===== src/rtl/iter_div_unit_if.sv =====
// Operand/result bundle for iter_div_unit. The master drives the request and the
// slave drives status and results.
interface iter_div_unit_if #(parameter int n = 32);
  // Handshake: start is taken only while the unit is idle, together with signed_op,
  // dividend and divisor. busy stays high from the cycle after acceptance through the
  // done cycle. done pulses for one cycle. quotient, remainder, dz, V and Z are valid
  // with done and hold their values until the next accepted start.
  logic         start;
  logic         signed_op;
  logic [n-1:0] dividend;
  logic [n-1:0] divisor;
  logic         busy;
  logic         done;
  logic [n-1:0] quotient;
  logic [n-1:0] remainder;
  logic         dz;
  logic         V;
  logic         Z;

  modport master (
    output start, signed_op, dividend, divisor,
    input  busy, done, quotient, remainder, dz, V, Z
  );

  modport slave (
    input  start, signed_op, dividend, divisor,
    output busy, done, quotient, remainder, dz, V, Z
  );
endinterface


===== src/rtl/iter_div_unit.sv =====
// Iterative restoring divider: one quotient bit per cycle, signed or unsigned,
// with divide-by-zero and signed-overflow flags.
module iter_div_unit #(
  parameter int n = 32
) (
  input  logic              clk,
  input  logic              rst_n,
  iter_div_unit_if.slave    bus,
  output logic [1:0]        dbg_state
);
  localparam int CW = (n > 1) ? $clog2(n) : 1;
  localparam logic [CW-1:0] C_ONE = 1;

  typedef enum logic [1:0] {IDLE = 2'd0, DIV = 2'd1, FIX = 2'd2, DONE = 2'd3} state_t;

  state_t        state;
  logic [CW-1:0] count;
  logic [n:0]    rem;
  logic [n-1:0]  qw;
  logic [n-1:0]  dvs_mag;
  logic          neg_q;
  logic          neg_r;
  logic          ovf;

  logic [n-1:0]  dvd_abs;
  logic [n-1:0]  dvs_abs;
  logic [n:0]    shifted;
  logic [n+1:0]  sub_sum;
  logic          no_borrow;
  logic [n-1:0]  q_fix;
  logic [n-1:0]  r_fix;

  assign dbg_state = state;

  always_comb begin
    dvd_abs = bus.dividend;
    dvs_abs = bus.divisor;
    if (bus.signed_op && bus.dividend[n-1]) dvd_abs = -bus.dividend;
    if (bus.signed_op && bus.divisor[n-1])  dvs_abs = -bus.divisor;
    // Subtract as add-with-inverted-operand and carry-in; carry out means no borrow.
    shifted   = {rem[n-1:0], qw[n-1]};
    sub_sum   = {1'b0, shifted} + {1'b0, ~{1'b0, dvs_mag}} + (n+2)'(1);
    no_borrow = sub_sum[n+1];
    q_fix     = neg_q ? -qw : qw;
    r_fix     = neg_r ? -rem[n-1:0] : rem[n-1:0];
  end

  always_ff @(posedge clk) begin
    if (!rst_n) begin
      state         <= IDLE;
      count         <= '0;
      rem           <= '0;
      qw            <= '0;
      dvs_mag       <= '0;
      neg_q         <= 1'b0;
      neg_r         <= 1'b0;
      ovf           <= 1'b0;
      bus.busy      <= 1'b0;
      bus.done      <= 1'b0;
      bus.quotient  <= '0;
      bus.remainder <= '0;
      bus.dz        <= 1'b0;
      bus.V         <= 1'b0;
      bus.Z         <= 1'b0;
    end else begin
      bus.done <= 1'b0;
      case (state)
        IDLE: begin
          bus.busy <= bus.start;
          if (bus.start) begin
            if (bus.divisor == '0) begin
              bus.quotient  <= '1;
              bus.remainder <= bus.dividend;
              bus.dz        <= 1'b1;
              bus.V         <= 1'b0;
              bus.Z         <= 1'b0;
              state         <= DONE;
            end else begin
              qw      <= dvd_abs;
              rem     <= '0;
              dvs_mag <= dvs_abs;
              neg_q   <= bus.signed_op && (bus.dividend[n-1] ^ bus.divisor[n-1]);
              neg_r   <= bus.signed_op && bus.dividend[n-1];
              ovf     <= bus.signed_op && (bus.dividend == {1'b1, {(n-1){1'b0}}})
                         && (bus.divisor == '1);
              count   <= CW'(n - 1);
              state   <= DIV;
            end
          end
        end
        DIV: begin
          rem <= no_borrow ? sub_sum[n:0] : shifted;
          qw  <= {qw[n-2:0], no_borrow};
          if (count == '0) state <= FIX;
          else             count <= count - C_ONE;
        end
        FIX: begin
          bus.quotient  <= q_fix;
          bus.remainder <= r_fix;
          bus.Z         <= (q_fix == '0);
          bus.V         <= ovf;
          bus.dz        <= 1'b0;
          state         <= DONE;
        end
        DONE: begin
          bus.done <= 1'b1;
          state    <= IDLE;
        end
        default: state <= IDLE;
      endcase
    end
  end
endmodule


===== src/flat_wrapper.sv =====
// flat-port wrapper written by rule: the top's interface ports become plain ports
module iter_div_unit_flat 
#(
  parameter int n = 32
)
  (clk, rst_n, dbg_state, bus_start, bus_signed_op, bus_dividend, bus_divisor, bus_busy, bus_done, bus_quotient, bus_remainder, bus_dz, bus_V, bus_Z);
  iter_div_unit_if #(.n(n)) bus_i ();
  input  logic clk;
  input  logic rst_n;
  output logic [1:0] dbg_state;
  input wire logic [$bits(bus_i.start)-1:0] bus_start;
  input wire logic [$bits(bus_i.signed_op)-1:0] bus_signed_op;
  input wire logic [$bits(bus_i.dividend)-1:0] bus_dividend;
  input wire logic [$bits(bus_i.divisor)-1:0] bus_divisor;
  output wire logic [$bits(bus_i.busy)-1:0] bus_busy;
  output wire logic [$bits(bus_i.done)-1:0] bus_done;
  output wire logic [$bits(bus_i.quotient)-1:0] bus_quotient;
  output wire logic [$bits(bus_i.remainder)-1:0] bus_remainder;
  output wire logic [$bits(bus_i.dz)-1:0] bus_dz;
  output wire logic [$bits(bus_i.V)-1:0] bus_V;
  output wire logic [$bits(bus_i.Z)-1:0] bus_Z;
  assign bus_i.start = bus_start;
  assign bus_i.signed_op = bus_signed_op;
  assign bus_i.dividend = bus_dividend;
  assign bus_i.divisor = bus_divisor;
  assign bus_busy = bus_i.busy;
  assign bus_done = bus_i.done;
  assign bus_quotient = bus_i.quotient;
  assign bus_remainder = bus_i.remainder;
  assign bus_dz = bus_i.dz;
  assign bus_V = bus_i.V;
  assign bus_Z = bus_i.Z;
  iter_div_unit #(.n(n)) u_core (.clk(clk), .rst_n(rst_n), .bus(bus_i), .dbg_state(dbg_state));
endmodule

===== config.mk =====
export PLATFORM = sky130hd
export DESIGN_NAME = iter_div_unit_flat
export DESIGN_NICKNAME = d
export VERILOG_FILES = /design/src/rtl/iter_div_unit_if.sv /design/src/rtl/iter_div_unit.sv /design/src/flat_wrapper.sv
export SDC_FILE = /design/constraint.sdc
export NUM_CORES = 1
export LEC_CHECK = 0
export CORE_AREA = 3 3 183 131
export DETAILED_ROUTE_END_ITERATION = 8
export DIE_AREA = 0 0 186 134
export HOLD_SLACK_MARGIN = 0.05
export PLACE_DENSITY_LB_ADDON = 0.1
export REMOVE_ABC_BUFFERS = 1
export SYNTH_ARGS = -nofsm -noshare
export SYNTH_HDL_FRONTEND = slang
export SYNTH_SLANG_ARGS = --single-unit

===== constraint.sdc =====
create_clock -name clk -period 2.84 [get_ports clk]
set_input_delay 0.426 -clock clk [delete_from_list [all_inputs] [get_ports clk]]
set_output_delay 0.426 -clock clk [all_outputs]
set_load 0.1 [all_outputs]

# Yosys cells after proc, flatten, opt, wreduce, memory -nomap -nowiden
# Cells that the tools add are included.
[word_totals]
register_bits = 175
in_bits = 68
elab_cells = 84
[op_classes]
addsub = 7
mux = 33
bitwise = 3
eq_ne = 10
reduce_logical = 16
[ops]
columns = ["cell", "n"]
rows = [
  ["two-way mux 32 bit", 13],
  ["one-hot mux 32 bit (2 select lines)", 4],
  ["negator 32 bit", 4],
  ["== test 32 bit (second input constant)", 2],
  ["zero test 32 bit", 2],
  ["adder 33 x 33 -> 34 bit", 1],
  ["adder 34 x 1 -> 34 bit (second input constant)", 1],
  ["inverter 32 -> 33 bit", 1],
  ["two-way mux 5 bit", 3],
  ["one-hot mux 5 bit (2 select lines)", 1],
  ["AND reduction 3 bit", 3],
  ["one-hot mux 2 bit (4 select lines)", 1],
  ["two-way mux 2 bit", 3],
  ["!= test 2 bit (second input constant)", 3],
  ["one-hot mux 1 bit (2 select lines)", 3],
  ["logical AND 1 bit", 5],
  ["zero test 5 bit", 1],
  ["two-way mux 1 bit", 5],
  ["subtractor 5 x 1 -> 5 bit (second input constant)", 1],
  ["== test 2 bit (second input constant)", 2],
  ["!= test 2 x 1 -> 1 bit (second input constant)", 2],
  ["AND reduction 4 bit", 1],
  ["nonzero test 2 bit", 2],
  ["== test 2 x 1 -> 1 bit (second input constant)", 1],
  ["other kinds (4)", 4],
]

# Longest topological paths before layout
# Gate-level depths: netlist of the first run.
[depth]
ltp_word = 5
mapped_depth = 12

# Worst setup path after synthesis of the first run
# No wires, ideal clock.
[synth_path]
path_type = "register to register"
startpoint = "reg u_core.rem[7]"
endpoint = "reg u_core.rem[30]"
t_arrival_ps = 2828
setup_ps = 128
stages_incl_launch_ff = 11
n_path_buf = 0
required_ps = 2712
path_slack_ps = -116
cell_sequence = "dfxtp_1 ha_1 and3_1 a221oi_1 o21ai_0 a2111oi_1 a31oi_1 a31oi_1 o21ai_0 xnor2_1 o21ai_0"
[synth_between]
elab_chain_len = 4
[synth_lines]
columns = ["item", "line_no", "text"]
rows = [
  ["start: declaration", "iter_div_unit.sv:18", "logic [n:0] rem;"],
  ["start signal: assignment", "iter_div_unit.sv:92", "rem <= no_borrow ? sub_sum[n:0] : shifted;"],
  ["adder 33 x 33 -> 34 bit", "iter_div_unit.sv:42", "sub_sum = {1'b0, shifted} + {1'b0, ~{1'b0, dvs_mag}} + (n+2)'(1);"],
  ["adder 34 x 1 -> 34 bit", "iter_div_unit.sv:42", ""],
  ["two-way mux 32 bit", "iter_div_unit.sv:92", ""],
  ["one-hot mux 32 bit (2 select lines)", "iter_div_unit.sv:67", "case (state)"],
]
# No other way between the ends.
# A chain may end at the register's enable or synchronous reset.

# Final worst setup path of the first run
[layout_path]
startpoint = "reg u_core.rem[10]"
endpoint = "reg u_core.bus.remainder[29]"
[layout_between]
elab_chain_len = 3
[layout_lines]
columns = ["item", "line_no", "text"]
rows = [
  ["negator 32 bit", "iter_div_unit.sv:45", "r_fix = neg_r ? -rem[n-1:0] : rem[n-1:0];"],
  ["two-way mux 32 bit", "iter_div_unit.sv:45", ""],
  ["one-hot mux 32 bit (2 select lines)", "iter_div_unit.sv:67", ""],
  ["end signal: assignment", "iter_div_unit.sv:73", "bus.remainder <= bus.dividend;"],
  ["end signal: assignment", "iter_div_unit.sv:99", "bus.remainder <= r_fix;"],
  ["end: declaration", "iter_div_unit_if.sv:27", "output busy, done, quotient, remainder, dz, V, Z"],
]
# No other way between the ends.

==> metrics.md, run 1 <==
| Metric | Value |
|---|---|
| WP data arrival | 3320 ps |
| Fin crit period | 2980 ps |
| Routed wire per std cell | 18.7 um |
| Worst path max stage delay | 540 ps |
| Setup-failing EPs final | 9 |
| Internal power | 0.00714 W |
| Synth Register Bits | 175 |
| Async SR Flop Fraction | 0% |
| Tot GR Track Use | 30.4% |
| H-Tree Depth | 4 |
| DRC viols | 0 |
| Worst Setup End Kind | register |
| Worst setup SP type | register |
| Worst IR Drop VDD | 605 uV |
| # rows | 46 |
| Vias per std cell | 5.95 |
| Post-layout util | 72.4% |
| DRT iter0 DRCs | 1070 |
| Vias in the first global route | 11700 |
| Placed inst area | 14700 um2 |
| Critical path depth | 10 |
| Clock share of power | 18.4% |
| Initial antenna violation count | 0 |
| Synth top area share | 30.8% |
| Clock Skew | 7.91 ps |
| Register area share after synthesis | 30.8% |
| Place WS | -583 ps |
| Fill cells | 1765 |
| Status | finished, violations left |
| Final Hold Vio Count | 0 |
| Max Root-Sink Buffers | 2 |
| Number of synthesis warnings | 0 |
| Sw Share | 46.7% |
| CP max FO | 4 |
| Netlist Area Pre-Place | 11400 um2 |
| IO Port Bufs | 138 |
| Pwr Density | 824 nW/um2 |
| Routability cong. | 0.959 |
| Critical path class | register to register |
| Antenna Cells | 0 |
| Top delay family on crit path | simple AND/OR/NAND/NOR gates |
| Comb power frac | 56.6% |
| Multi-input logic area | 7920 um2 |
| Period utilization | 105% |
| Initial core utilization | 50.7% |
| HPWL reported at the end of detailed placement | 27800 um |
| Sw power | 0.00626 W |
| Dominant cells by area after synthesis | dfxtp_1 (31%), xor2_1 (7.3%), o21ai_0 (6.4%) |
| Reg area | 3520 um2 |
| Post-synth top area cell | dfxtp_1 |
| TNS Setup | -961 ps |
| Die footprint | 24900 um2 |
| Die Y | 134 um |
| Crit path cell chain | or4_4 -> or4_4 -> or3_4 -> or3_4 -> buf_12 -> o31ai_4 -> xor2_1 -> nand2_1 -> o2111ai_1 -> nand2_1 |
| Grt total ovfl | 0 |
| FMAX | 335 MHz |
| Number of synthesized flops with an enable pin | 0 |
| Drt total wl | 39600 um |
| DIE WIDTH | 186 um |
| Layout cells sized above 1 | 27.9% |
| Routed via count | 12600 |
| Worst Hold Class | primary input to register |
| CTS Root Cell | clkbuf_16 |
| Failing checks | setup timing |
| Count of pins over their slew limit | 0 |
| Nets@finish | 1924 |
| Top cells by count, synth | dfxtp_1 (175), nand2_1 (170), o21ai_0 (145) |
| Max-Cap Viols | 0 |
| Worst-path clk slew | 70 ps |
| Synth unique cells | 63 |
| Pin count of the biggest net entering global routing | 67 |
| Clk sinks | 175 |
| Sequential group share of total power | 25.0% |
| Pre-antenna DRT Iters | 6 |
| Most used DFF post-synth | dfxtp_1 |
| First-pass GRT wire length | 61100 um |
| Area Growth Syn to Fin | 42.8% |
| Required @ worst endpoint | 3180 ps |
| RSZ-0062 raised after global routing | yes |
| Hold path cells | 3 |
| CP bufs+invs | 1 |
| Slew headroom | 50.9% |
| Max stage delay cell, worst path | or4_4 |
| CORE AREA | 22400 um2 |
| Cell area after layout | 16300 um2 |
| Reg2reg path depth | 10 |
| Avg Synthesized Cell Area | 7.84 um2 |
| Clock latency on the worst-skew pair | 450 ps |
| CTS buffer count | 17 |
| IO Count | 139 |
| Worst-Margin Slew | 737 ps |
| Cells after Synth | 1451 |
| Antenna Nets Post-Route | 0 |
| Hold-fix buffers, CTS | 0 |
| Final worst-path setup slack | -143 ps |
| Most frequent cell after synthesis | dfxtp_1 |
| CTS tree | done |
| P_leak | 7.25 nW |
## kinds of logic after synthesis
family                   Yosys count  share of synthesized area, %
multiplexers                       1                        0.0880
adder cells (fa/ha/maj)           44                          4.90
buffers and inverters            144                          4.87
AO/OA/AOI/OAI                    475                          28.3
AND/OR/NAND/NOR                  466                          19.8
flip-flops                       175                          30.8
XOR/XNOR                         146                          11.2
## metal layers
layer | up-vias | track usage, % | part of all wire [%]
li1 | 5978 | - | -
met1 | 6076 | 46.5 | 48
met2 | 486 | 44.1 | 43
met3 | 42 | 5.58 | 8.1
met4 | 0 | 7.48 | 1.3
met5 | - | 0 | 0
## path summary, 6_finish.rpt
kind                                         startpoint                        to  slack, ps
worst max-delay path                     u_core.rem[10]  u_core.bus.remainder[29]       -140
worst min-delay path                              rst_n       u_core.dbg_state[0]        360
worst max register to register           u_core.rem[10]  u_core.bus.remainder[29]       -140
worst min register to register  u_core.bus.remainder[2]   u_core.bus.remainder[2]        460
## power by group through the flow
stage,logic [W],clock network [W],registers [W]
5_1_grt,0.00811,0.00259,0.00341
3_5_place_dp,0.00692,0,0.00337
6_report,0.00758,0.00246,0.00336
4_1_cts,0.00716,0.00247,0.00333
2_1_floorplan,0.00298,0,0.00472
3_3_place_gp,0.00679,0,0.00336
## registers in the layout, indices dropped and copies added, names as in the netlist
name                  count
u_core.bus.done           1
u_core.bus.V              1
u_core.dbg_state          2
u_core.neg_r              1
u_core.qw                32
u_core.ovf                1
u_core.rem               32
u_core.bus.dz             1
u_core.bus.remainder     32
u_core.bus.busy           1
u_core.neg_q              1
u_core.bus.Z              1
u_core.count              5
u_core.dvs_mag           32
u_core.bus.quotient      32
## worst min-delay path: cells and delay by family
family                 cells  cell delay [ps]
AO/OA/AOI/OAI              1               90
buffers and inverters      1              200
AND/OR/NAND/NOR            1               40
## timing repair
| action | 4_1_cts | 5_1_grt |
|---|---|---|
| setup buffers | 19 | 10 |
| endpoints found under the hold margin | 0 | 0 |
| cloned | 4 | 2 |
| pin swaps | 44 | 50 |
| resized for setup | 90 | 82 |
| setup endpoints to repair | 85 | 131 |
## placed cells by master (no fill, tap or decap), types with 15 or more instances in the layout
| cell | instances |
|---|---|
| o211a_1 | 52 |
| buf_4 | 333 |
| o31ai_1 | 22 |
| o21ai_0 | 111 |
| nor2_1 | 70 |
| buf_6 | 15 |
| o211ai_1 | 26 |
| a21o_1 | 17 |
| ha_1 | 35 |
| xnor2_1 | 51 |
| nand3_1 | 53 |
| nand4_1 | 15 |
| o21ai_1 | 18 |
| xor2_1 | 94 |
| nand2_1 | 167 |
| o21ai_2 | 15 |
| inv_1 | 51 |
| or3_1 | 28 |
| dfxtp_1 | 165 |
| a21oi_1 | 70 |
| nor2b_1 | 18 |
| clkdlybuf4s50_1 | 66 |
| nor3_1 | 22 |
| a21boi_0 | 30 |
| clkbuf_16 | 18 |
| and2_1 | 16 |
## through the flow
stage               hold slack [ps]  std cells  total power, W
finish                          363       2113          0.0134
global route                    357       2113          0.0141
CTS                             344       2107          0.0130
detailed placement              458       2052          0.0103
global placement                452       2052          0.0101
floorplan                       441       1362         0.00770
## cell type report
class	count	share of cell area [%]
well taps	288	2.22
inverters	55	1.27
repair buffers	431	22.4
flip-flops and latches	175	21.7
multi-input cells	1132	48.8
clock buffers	17	2.62
clock inverters	15	1.04
No activity file was read; power rests on OpenSTA's default activity.
==> inputs of run 2 (changes only) <==
- GPL_ROUTABILITY_DRIVEN: not set -> 0
==> run 2 against run 1 <==
Against the previous run:
- the flow still finishes with violations (setup timing)
- setup slack lost 77 ps
- cell count up 0.24%
- via count is 0.96% higher
- largest power group unchanged
- design area rose by 1.8%
- utilization rose by 1.3 points
- first-iteration DRC count up 14%
- power is 0.32% higher
- combinational power grew 1%
- clock power is 2% lower
==> metrics.md, run 2 (synthesis results as in run 1) <==
| Metric | Value |
|---|---|
| Reg area | 3520 um2 |
| IO Port Bufs | 138 |
| Setup-failing EPs final | 26 |
| Max Root-Sink Buffers | 2 |
| Failing checks | setup timing |
| Pre-antenna DRT Iters | 5 |
| Fin crit period | 3060 ps |
| Worst setup SP type | register |
| P_leak | 7.37 nW |
| Worst Hold Class | primary input to register |
| Period utilization | 108% |
| Overall power | 0.0134 W |
| Sw Share | 47.0% |
| Pwr Density | 812 nW/um2 |
| Die footprint | 24900 um2 |
| Pin count of the biggest net entering global routing | 81 |
| Initial antenna violation count | 0 |
| Layout cells sized above 1 | 28.6% |
| CTS tree | done |
| Post-layout util | 73.7% |
| Internal power | 0.00713 W |
| Antenna Nets Post-Route | 0 |
| Reg2reg setup slack | -220 ps |
| WL met2 | 17700 um |
| Antenna Cells | 0 |
| Status | finished, violations left |
| Sw power | 0.00631 W |
| Die Y | 134 um |
| Place WS | -517 ps |
| Multi-input logic area | 8030 um2 |
| Grt total ovfl | 0 |
| Routed wire per std cell | 19.3 um |
| Hold Path End | u_core.bus.quotient[6] |
| CORE AREA | 22400 um2 |
| CTS Root Cell | clkbuf_16 |
| Slew headroom | 14.7% |
| Worst IR Drop VDD | 824 uV |
| Final worst-path setup slack | -220 ps |
| Hold_ws | 460 ps |
| RSZ-0062 raised after global routing | yes |
| # rows | 46 |
| Drt total wl | 40800 um |
| DRT iter0 DRCs | 1215 |
| Vias per std cell | 6.00 |
| Worst r2r dst | u_core.bus.remainder[24] |
| Critical path startpoint | u_core.rem[9] |
| Sequential group share of total power | 24.9% |
| Vias in the first global route | 11600 |
| Area Growth Syn to Fin | 45.4% |
| Initial core utilization | 50.7% |
| H-Tree Depth | 4 |
| Commonest non-fill, non-tap cells in the layout | buf_4 (332), dfxtp_1 (165), nand2_1 (161) |
| HPWL reported at the end of detailed placement | 27400 um |
| Hold path start | rst_n |
| Max-Cap Viols | 0 |
| Clk sinks | 175 |
| Routed via count | 12700 |
| Worst path max stage delay | 450 ps |
| Comb power frac | 57.2% |
| Hold path cells | 2 |
| Tot GR Track Use | 30.4% |
| FMAX | 327 MHz |
| Final Hold Vio Count | 0 |
| Worst-path clk slew | 70 ps |
| Max Used Layer | met4 |
| DIE WIDTH | 186 um |
| Reg2reg path depth | 10 |
| Clock Skew | 14.9 ps |
| WP data arrival | 3380 ps |
| CP max FO | 4 |
| Nets@finish | 1929 |
| Commonest non-fill, non-tap cell in the layout | buf_4 |
| WL met3 | 3660 um |
| Clock share of power | 17.9% |
| Crit path cell chain | buf_6 -> or4_4 -> or4_4 -> or3_1 -> or3_1 -> o21ai_1 -> xor2_1 -> nor2_1 -> a21oi_1 -> o21ai_0 |
| Worst Setup End Kind | register |
| Max stage delay cell, worst path | or3_1 |
| Worst R2R Start | u_core.rem[9] |
| Critical path class | register to register |
| IO Count | 139 |
| DRC viols | 0 |
| First-pass GRT wire length | 60800 um |
| DRT met1 WL | 18700 um |
| Clock latency on the worst-skew pair | 450 ps |
| Count of pins over their slew limit | 0 |
| Required @ worst endpoint | 3160 ps |
| Fill cells | 1692 |
| Worst-Margin Slew | 1280 ps |
| CTS buffer count | 17 |
run 2: changes by cell type in the layout (fill, tap and decap cells not counted), sizes merged:
| cell | change |
|---|---|
| buf | +4 |
| bufinv | -1 |
| clkbuf | +3 |
| clkdlybuf4s50 | -8 |
| clkinv | -2 |
| clkinvlp | +3 |
| dlymetal6s2s | +8 |
| inv | -2 |
run 2: metrics by stage:
step                setup TNS [ps]  std cells  instance area, um2
finish                       -2030       2118               16500
global route                 -4300       2118               16500
CTS                          -1460       2108               15900
detailed placement          -60640       2048               14700
global placement            -58020       2048               14700
floorplan                  -603710       1362               11000
run 2: power by group through the flow:
stage                     combinational (W)  sequential, W  clock, W
after global routing                0.00820        0.00339   0.00250
after floorplan                     0.00298        0.00472         0
after global placement              0.00677        0.00336         0
after CTS                           0.00710        0.00332   0.00241
final                               0.00769        0.00334   0.00240
after detailed placement            0.00687        0.00337         0
run 2: what timing repair did:
item,CTS,global route
hold buffers,0,0
pin swaps,40,70
setup endpoints to repair,44,118
buffers inserted,21,13
gates cloned,7,3
resized for setup,84,133
run 2: final cells by class:
class	instances	area share, %
clock buffer	19	2.68
clock inverter	13	0.855
inverter	55	1.25
multi-input combinational	1132	48.6
sequential	175	21.3
tap	288	2.18
timing repair buffer	436	23.2
run 2: how the worst max path moves through the flow:
stage                          endpoint  slack [ps]  cells after the start
4_1_cts        u_core.bus.remainder[25]        -180                     10
3_5_place_dp               u_core.bus.Z        -520                     11
5_1_grt        u_core.bus.remainder[24]        -260                     10
3_3_place_gp               u_core.bus.Z        -500                     11
2_1_floorplan             u_core.qw[13]       -4780                      9
6_report       u_core.bus.remainder[24]        -220                     10
run 2: worst max-delay path, delay by kind of cell, from the launching register on:
kind                      cells  cell delay [ps]
DFF                           1              340
buffers and inverters         1              110
xor gates and xnor gates      1              210
and+or+nand+nor               5             1820
AOI/OAI and AO/OA             3              430
run 2: per-layer routing:
metal  global-route usage (%)  vias up
met5                        0        -
met4                     7.77        0
met3                     6.02       51
met2                     44.3      583
met1                     45.7     6095
li1                         -     5974
==> inputs of run 3 (changes only) <==
- GPL_ROUTABILITY_DRIVEN: 0 -> not set
==> results of run 3 <==
The final DEF is identical to that of run 1; final timing and power are the same.
